### config.mk
export PLATFORM = sky130hd
export DESIGN_NAME = seq_shifter
export DESIGN_NICKNAME = d
export VERILOG_FILES = /design/src/rtl/seq_shifter.sv
export SDC_FILE = /design/constraint.sdc
export NUM_CORES = 1
export LEC_CHECK = 0
export CAP_MARGIN = 20
export CORE_MARGIN = 2
export CORE_UTILIZATION = 40
export CTS_CLUSTER_SIZE = 8
export DETAILED_ROUTE_END_ITERATION = 7
export HOLD_SLACK_MARGIN = 0.06
export PLACE_DENSITY_LB_ADDON = 0.08
export RECOVER_POWER = 25
export SLEW_MARGIN = 20
export SYNTH_ARGS = -nofsm -noshare
export SYNTH_HDL_FRONTEND = slang
export SYNTH_SLANG_ARGS = --single-unit
### constraint.sdc
create_clock -name clk -period 3.9 [get_ports clk]
set_clock_uncertainty 0.2 [all_clocks]
set_input_delay 0.585 -clock clk [delete_from_list [all_inputs] [get_ports clk]]
set_output_delay 0.585 -clock clk [all_outputs]
set_load 0.01 [all_outputs]
### src/rtl/seq_shifter.sv
// Multi-cycle shifter/rotator, STEP positions per clock, valid/ready on both sides.
// Rotate ops are built only when SEQ_SHIFTER_ROTATE_EN is defined.
module seq_shifter #(
    parameter int WIDTH = 16,
    parameter int STEP  = 1,
    parameter int AW    = $clog2(WIDTH)
) (
    input  logic             clk,
    input  logic             rst_n,
    input  logic             in_valid,
    output logic             in_ready,
    input  logic [WIDTH-1:0] in_data,
    input  logic [2:0]       in_op,
    input  logic [AW-1:0]    in_amt,
    output logic             out_valid,
    input  logic             out_ready,
    output logic [WIDTH-1:0] out_data,
    output logic             out_carry,
    output logic             out_err
);

    typedef enum logic [1:0] {IDLE, SHIFT, DONE} state_t;

    localparam int AWP = AW + 1;
    localparam logic [AW:0] STEP_C  = AWP'(STEP);
    localparam logic [AW:0] WIDTH_C = AWP'(WIDTH);

    state_t           state_q, state_d;
    logic             in_ready_q, in_ready_d;
    logic             out_valid_q, out_valid_d;
    logic [WIDTH-1:0] data_q, data_d;
    logic             carry_q, carry_d;
    logic             err_q, err_d;
    logic [2:0]       op_q, op_d;
    logic [AW-1:0]    rem_q, rem_d;

    logic [AW:0]      rem_x;
    logic [AW:0]      k;
    logic [AW:0]      kinv;
    logic [AW-1:0]    rem_nxt;
    logic [WIDTH-1:0] lsl, lsr, asr;
    logic [WIDTH-1:0] hi_out, lo_out;
    logic             illegal;

    // k never exceeds remaining, which is at most WIDTH-1
    assign rem_x   = {1'b0, rem_q};
    assign k       = (rem_x < STEP_C) ? rem_x : STEP_C;
    assign kinv    = WIDTH_C - k;
    assign rem_nxt = rem_q - k[AW-1:0];

    assign lsl    = data_q << k;
    assign lsr    = data_q >> k;
    assign asr    = $signed(data_q) >>> k;
    assign hi_out = data_q >> kinv;
    assign lo_out = data_q >> (k - AWP'(1));

`ifdef SEQ_SHIFTER_ROTATE_EN
    logic [WIDTH-1:0] rol, ror;
    assign rol     = lsl | (data_q >> kinv);
    assign ror     = lsr | (data_q << kinv);
    assign illegal = (in_op > 3'd5);
`else
    assign illegal = (in_op > 3'd3);
`endif

    always_comb begin
        state_d     = state_q;
        out_valid_d = out_valid_q;
        data_d      = data_q;
        carry_d     = carry_q;
        err_d       = err_q;
        op_d        = op_q;
        rem_d       = rem_q;
        unique case (state_q)
            IDLE: begin
                if (in_valid && in_ready_q) begin
                    data_d  = in_data;
                    op_d    = in_op;
                    rem_d   = in_amt;
                    carry_d = 1'b0;
                    err_d   = 1'b0;
                    if (in_op == 3'd0 || in_amt == '0 || illegal) begin
                        state_d     = DONE;
                        out_valid_d = 1'b1;
                        err_d       = illegal;
                    end else begin
                        state_d = SHIFT;
                    end
                end
            end
            SHIFT: begin
                rem_d = rem_nxt;
                case (op_q)
                    3'd1: begin
                        data_d  = lsl;
                        carry_d = hi_out[0];
                    end
                    3'd2: begin
                        data_d  = lsr;
                        carry_d = lo_out[0];
                    end
                    3'd3: begin
                        data_d  = asr;
                        carry_d = lo_out[0];
                    end
`ifdef SEQ_SHIFTER_ROTATE_EN
                    3'd4: begin
                        data_d  = rol;
                        carry_d = rol[0];
                    end
                    3'd5: begin
                        data_d  = ror;
                        carry_d = ror[WIDTH-1];
                    end
`endif
                    default: data_d = data_q;
                endcase
                if (rem_nxt == '0) begin
                    state_d     = DONE;
                    out_valid_d = 1'b1;
                end
            end
            DONE: begin
                if (out_ready) begin
                    out_valid_d = 1'b0;
                    state_d     = IDLE;
                end
            end
            default: state_d = IDLE;
        endcase
        in_ready_d = (state_d == IDLE);
    end

    always_ff @(posedge clk or negedge rst_n) begin
        if (!rst_n) begin
            state_q     <= IDLE;
            in_ready_q  <= 1'b0;
            out_valid_q <= 1'b0;
            data_q      <= '0;
            carry_q     <= 1'b0;
            err_q       <= 1'b0;
            op_q        <= '0;
            rem_q       <= '0;
        end else begin
            state_q     <= state_d;
            in_ready_q  <= in_ready_d;
            out_valid_q <= out_valid_d;
            data_q      <= data_d;
            carry_q     <= carry_d;
            err_q       <= err_d;
            op_q        <= op_d;
            rem_q       <= rem_d;
        end
    end

    assign in_ready  = in_ready_q;
    assign out_valid = out_valid_q;
    assign out_data  = data_q;
    assign out_carry = carry_q;
    assign out_err   = err_q;

endmodule
After elaboration in Yosys (flattened, before gate mapping). Cells that the tools add are included. Widths: inputs -> output; s select.

Shift-type cells: 5. Muxes and demuxes: 20. Reductions and logical operators: 16. Equal/unequal tests: 11. $lt $le $gt $ge: 2. Divide/modulo/power cells: 0. Bitwise gates (word level): 0. Add/sub/neg operators: 3. $mul: 0.

Operators with widths (number): $pmux 16 s3 (1); $pmux 16 s2 (1); $shr 16x5->1 (2); $mux 16 (1); $shl 16x4->16 (1); $shr 16x4->16 (1); $sshr 16x4->16 (1); $logic_not 4->1 (2); $mux 2 (4); $mux 4 (2); $ne 2x2->1 const B (4); $pmux 4 s2 (1); $eq 3x2->1 const B (2); $mux 1 (6); $pmux 2 s3 (1); $reduce_and 3->1 (2); $reduce_and 5->1 (1); $sub 4x1->5 const B (1); $sub 5x4->5 const A (1); $logic_not 2->1 (2); $lt 4x1->1 const B (1); $ne 4x1->1 const B (1); $pmux 1 s2 (2); $reduce_and 2->1 (2); other kinds (13) (14).

Bits in registers: 29. Output and inout port bits: 20. Word-level logic and storage cells: 65. Bits of input ports: 27. Bits in writable memories: 0. Memories kept: 0. Bits in latches: 0. ROM bits: 0.

Logic depth before layout (Yosys ltp).
Word-level depth: 7. Gate-level depth with buffers: 9. Gate-level depth less buffers: 8.

Worst setup path before layout. Ideal clock, no wire load.

Path kind: register to register. Start point: reg rem_q[2]. End point: reg carry_q, in the netlist out_carry. Stages on the path, launching flop included: 7. Period minus slack after synthesis: 2.283 ns. Setup time: 0.140 ns. Path slack: 1.617 ns. Arrival time: 1.943 ns. Required time: 3.560 ns. Buffers on the path: 0. Cell sequence: dfrtp_1 nor4_4 ha_1 or3_1 a21o_1 o2111ai_1 o221ai_1.

Longest elaborated chain between the ends: 6.

RTL lines: from (decl) (line 35) `logic [AW-1:0] rem_q, rem_d;`; from (signal assigned) (line 152) `rem_q <= rem_d;`; $lt 4x1->1 (line 47) `assign k = (rem_x < STEP_C) ? rem_x : STEP_C;`; $mux 4 (*) (line 47); $sub 5x4->5 / $sub 4x1->5 (equally long branches) (line 48, 55); $shr 16x5->1 (on tied branches) (line 54, 55); $pmux 1 s2 (*) (line 93) `case (op_q)`; $pmux 1 s2 (*) (line 74) `unique case (state_q)`; to (signal assigned) (line 149) `carry_q <= carry_d;`; to (decl) (line 32) `logic carry_q, carry_d;`.

Mark *: on every way between the ends. The rest lies on a longest branch, timed or not. A chain may end at the register's enable or synchronous reset.

Worst setup path after layout. Ends and elaborated chain as after synthesis.

==> impl_metrics.tcl <==
set metrics [dict create \
    whs_ns 0.3231 \
    start_kind "flop" \
    synthesis.instances 222 \
    pin_count 47 \
    numCtsBuffers 5 \
    count_of_instances_resized_after_the_clock_tree_is_built 0 \
    clock_insertion_delay_worst_skew_ns 0.28 \
    hold_path_class "reg -> reg" \
    finish.net_count 295 \
    totalWireLength_mm 4.671 \
    status "finished with violations" \
    grt_setup_unrepaired "false" \
    count_of_flip_flops_with_a_built_in_enable_after_synthesis 0 \
    layout.filler_cells 447 \
    place_congestion 0.8049 \
    hold_start "out_valid$_DFFE_PN0P_" \
    most_repeated_cell_in_the_gate_level_netlist_after_synthesis "sky130_fd_sc_hd__nor2_1" \
    cts_num_sinks 29 \
    synthesized_area_per_cell_um2 8.048 \
    finish.instance_area_um2 2332 \
    failed_checks "capacitance limit, slew limit" \
    starting_drt_drc_count 114 \
    async_flop_share 1.000 \
    ys.flop_type "sky130_fd_sc_hd__dfrtp_1" \
    wire_length_of_the_first_global_routing_pass_mm 7.893 \
    powerDensity_nw_per_um2 819.9 \
    maxSlewHeadroom -0.1154 \
    htree_num_levels 2 \
    groute.usage.overall 0.1951 \
    buffer_ports.inserted 46 \
    num_antenna_cells 0 \
    die_height_um 70.84 \
    final.period_utilization 0.6504 \
    max-vdd-ir-drop_mv 0.4346 \
    synth_top_area_frac 0.4062 \
    finish.cell_count_without_fillers 318 \
    post_synth_most_frequent_cells "50 x sky130_fd_sc_hd__nor2_1, 29 x sky130_fd_sc_hd__dfrtp_1, 26 x sky130_fd_sc_hd__nand2_1" \
    fp.coreArea_um2 4324 \
    place.detailed.instances 310 \
    yosys.cell_types.count 45 \
    overflow 0 \
    reg2reg_from "rem_q[2]$_DFFE_PN0P_" \
    synth_area_leader_cell "sky130_fd_sc_hd__dfrtp_1" \
    first_global_vias 1686 \
    synth.area.top_cells "sky130_fd_sc_hd__dfrtp_1 41%, sky130_fd_sc_hd__nor2_1 11%, sky130_fd_sc_hd__o22ai_1 6.0%, sky130_fd_sc_hd__a21oi_1 5.6%, sky130_fd_sc_hd__nand2_1 5.5%" \
    rows 24 \
    finalSetupViolations 0 \
    cp.required_ns 3.84 \
    hold_buf_count_cts 0 \
    worstMarginPinSlew_ns 1.673 \
    clock.fmax_ghz 0.3942 \
    mappedNetlistNets 252 \
    drv_cap 1 \
    detailedPlacementHpwl_mm 3.238 \
    worstSetupPathType "reg -> reg" \
    die_area_um2 5018 \
    drtAntennaViolNets 0 \
    critical_path.max_fanout 9 \
    grt_start_max_net_pins 30 \
    cellLeakagePower_nw 0.9544 \
    detailed_route_wire_length_per_cell_um 14.69 \
    cp_data_arrival_time_ns 2.48 \
    timing.setup.tns_ns 0 \
    endpoint_kind "flop" \
    yosysSeqAreaShare 0.4062 \
    tritoncts_clock_tree "yes" \
    period_minus_slack_ns 2.537 \
    synth-seq-cells 29 \
    initial_core_util 0.4132 \
    cts-root-buf "sky130_fd_sc_hd__clkbuf_8" \
    hold_violation_count_in_the_final_report 0 \
    register_clock_pin_slew_on_the_reported_worst_setup_and_hold_paths_ns 0.06 \
    vias_per_cell 5.531 \
    mappedNetlistArea_um2 1787 \
    via_count 1759 \
    placed_cell_area_um2 2256 \
    fp.dieW_um 70.84 \
    cts_max_path_buffers 2 \
    layout-drive-gt1-share 0.04887 \
    detail_route.first_pass.iterations 5 \
    cts_post_setup_buffers_inserted 0 \
    area_delta_synth_final_pct 30.53 \
    drt_drc_violations_left 0 \
    slew_violations 30 \
    antenna_found_initial 0 \
    yosysWarningCount 0 \
    startpoint "rem_q[2]$_DFFE_PN0P_" \
]
stage by stage:
step	power (mW)	setup WS, ns	utilization
after floorplan	1.308	1.617	-
after global routing	2.083	1.129	0.5394
after global placement	1.670	1.217	0.5217
after CTS	1.923	1.359	0.5402
final	1.912	1.363	0.5394
after detailed placement	1.682	1.198	0.5217
routing by layer:
metal | up-vias | share of wire | track usage
met3 | 10 | 0.052 | 0.03419
met1 | 836 | 0.45 | 0.2577
met2 | 47 | 0.48 | 0.3219
met4 | 0 | 0.018 | 0.07128
li1 | 866 | - | -
met5 | - | 0 | 0
kinds of logic after synthesis:
logic type,after synthesis,synth area share
muxes,2,0.01120
DFF,29,0.4062
other,1,0.002099
buffers and inverters,19,0.05672
adders and majority gates,3,0.02101
xor gates and xnor gates,1,0.004903
and+or+nand+nor,102,0.2696
AOI/OAI and AO/OA,65,0.2283
flip-flops by register name, indices dropped and copies added, names as in the netlist:
register,count
op_q,3
in_ready,1
out_valid,1
out_carry,1
rem_q,4
state_q,2
out_data,16
out_err,1
layout make-up:
type,count,area [µm²],share of cell area
well taps,52,65.06,0.02790
clock buffers,8,80.08,0.03433
repair buffers,49,479.2,0.2055
multi-input cells,174,959.7,0.4115
flip-flops and latches,29,725.7,0.3112
inverters,6,22.52,0.009657
placed cells by master (no fill, tap or decap), drive strengths merged, types with 3 or more instances in the layout:
master / synthesis / final
o21ai: 10 / 10
ha: 3 / 3
nand3: 4 / 4
o21bai: 3 / 3
clkdlybuf4s50: 0 / 45
nand2: 26 / 26
clkbuf: 5 / 9
nor2: 51 / 51
nor3: 7 / 7
o22ai: 17 / 17
inv: 6 / 6
dfrtp: 29 / 29
a21oi: 20 / 20
a22oi: 4 / 4
where the power goes:
group	internal [mW]	total (mW)	switching [mW]
logic	0.496	1.04	0.540
registers	0.447	0.637	0.190
clock network	0.127	0.239	0.112
total	1.07	1.91	0.842
worst paths after layout:
path,cells past startpoint,end,slack [ns]
worst max-delay path,6,out_carry$_DFFE_PN0P_,1.36
worst min-delay path,1,out_valid$_DFFE_PN0P_,0.32
worst max register to register,6,out_carry$_DFFE_PN0P_,1.36
worst min register to register,1,out_valid$_DFFE_PN0P_,0.32
max in group asynchronous,2,out_valid$_DFFE_PN0P_,1.45
min in group asynchronous,2,out_data[5]$_DFFE_PN0P_,1.06
critical path: stages, from the launching register on:
cell	delay [ns]
sky130_fd_sc_hd__dfrtp_1	0.46
sky130_fd_sc_hd__nor4_4	0.55
sky130_fd_sc_hd__ha_1	0.41
sky130_fd_sc_hd__or3_1	0.40
sky130_fd_sc_hd__a21o_1	0.17
sky130_fd_sc_hd__o2111ai_1	0.08
sky130_fd_sc_hd__o221ai_1	0.13
(Power assumes the default switching activity.)
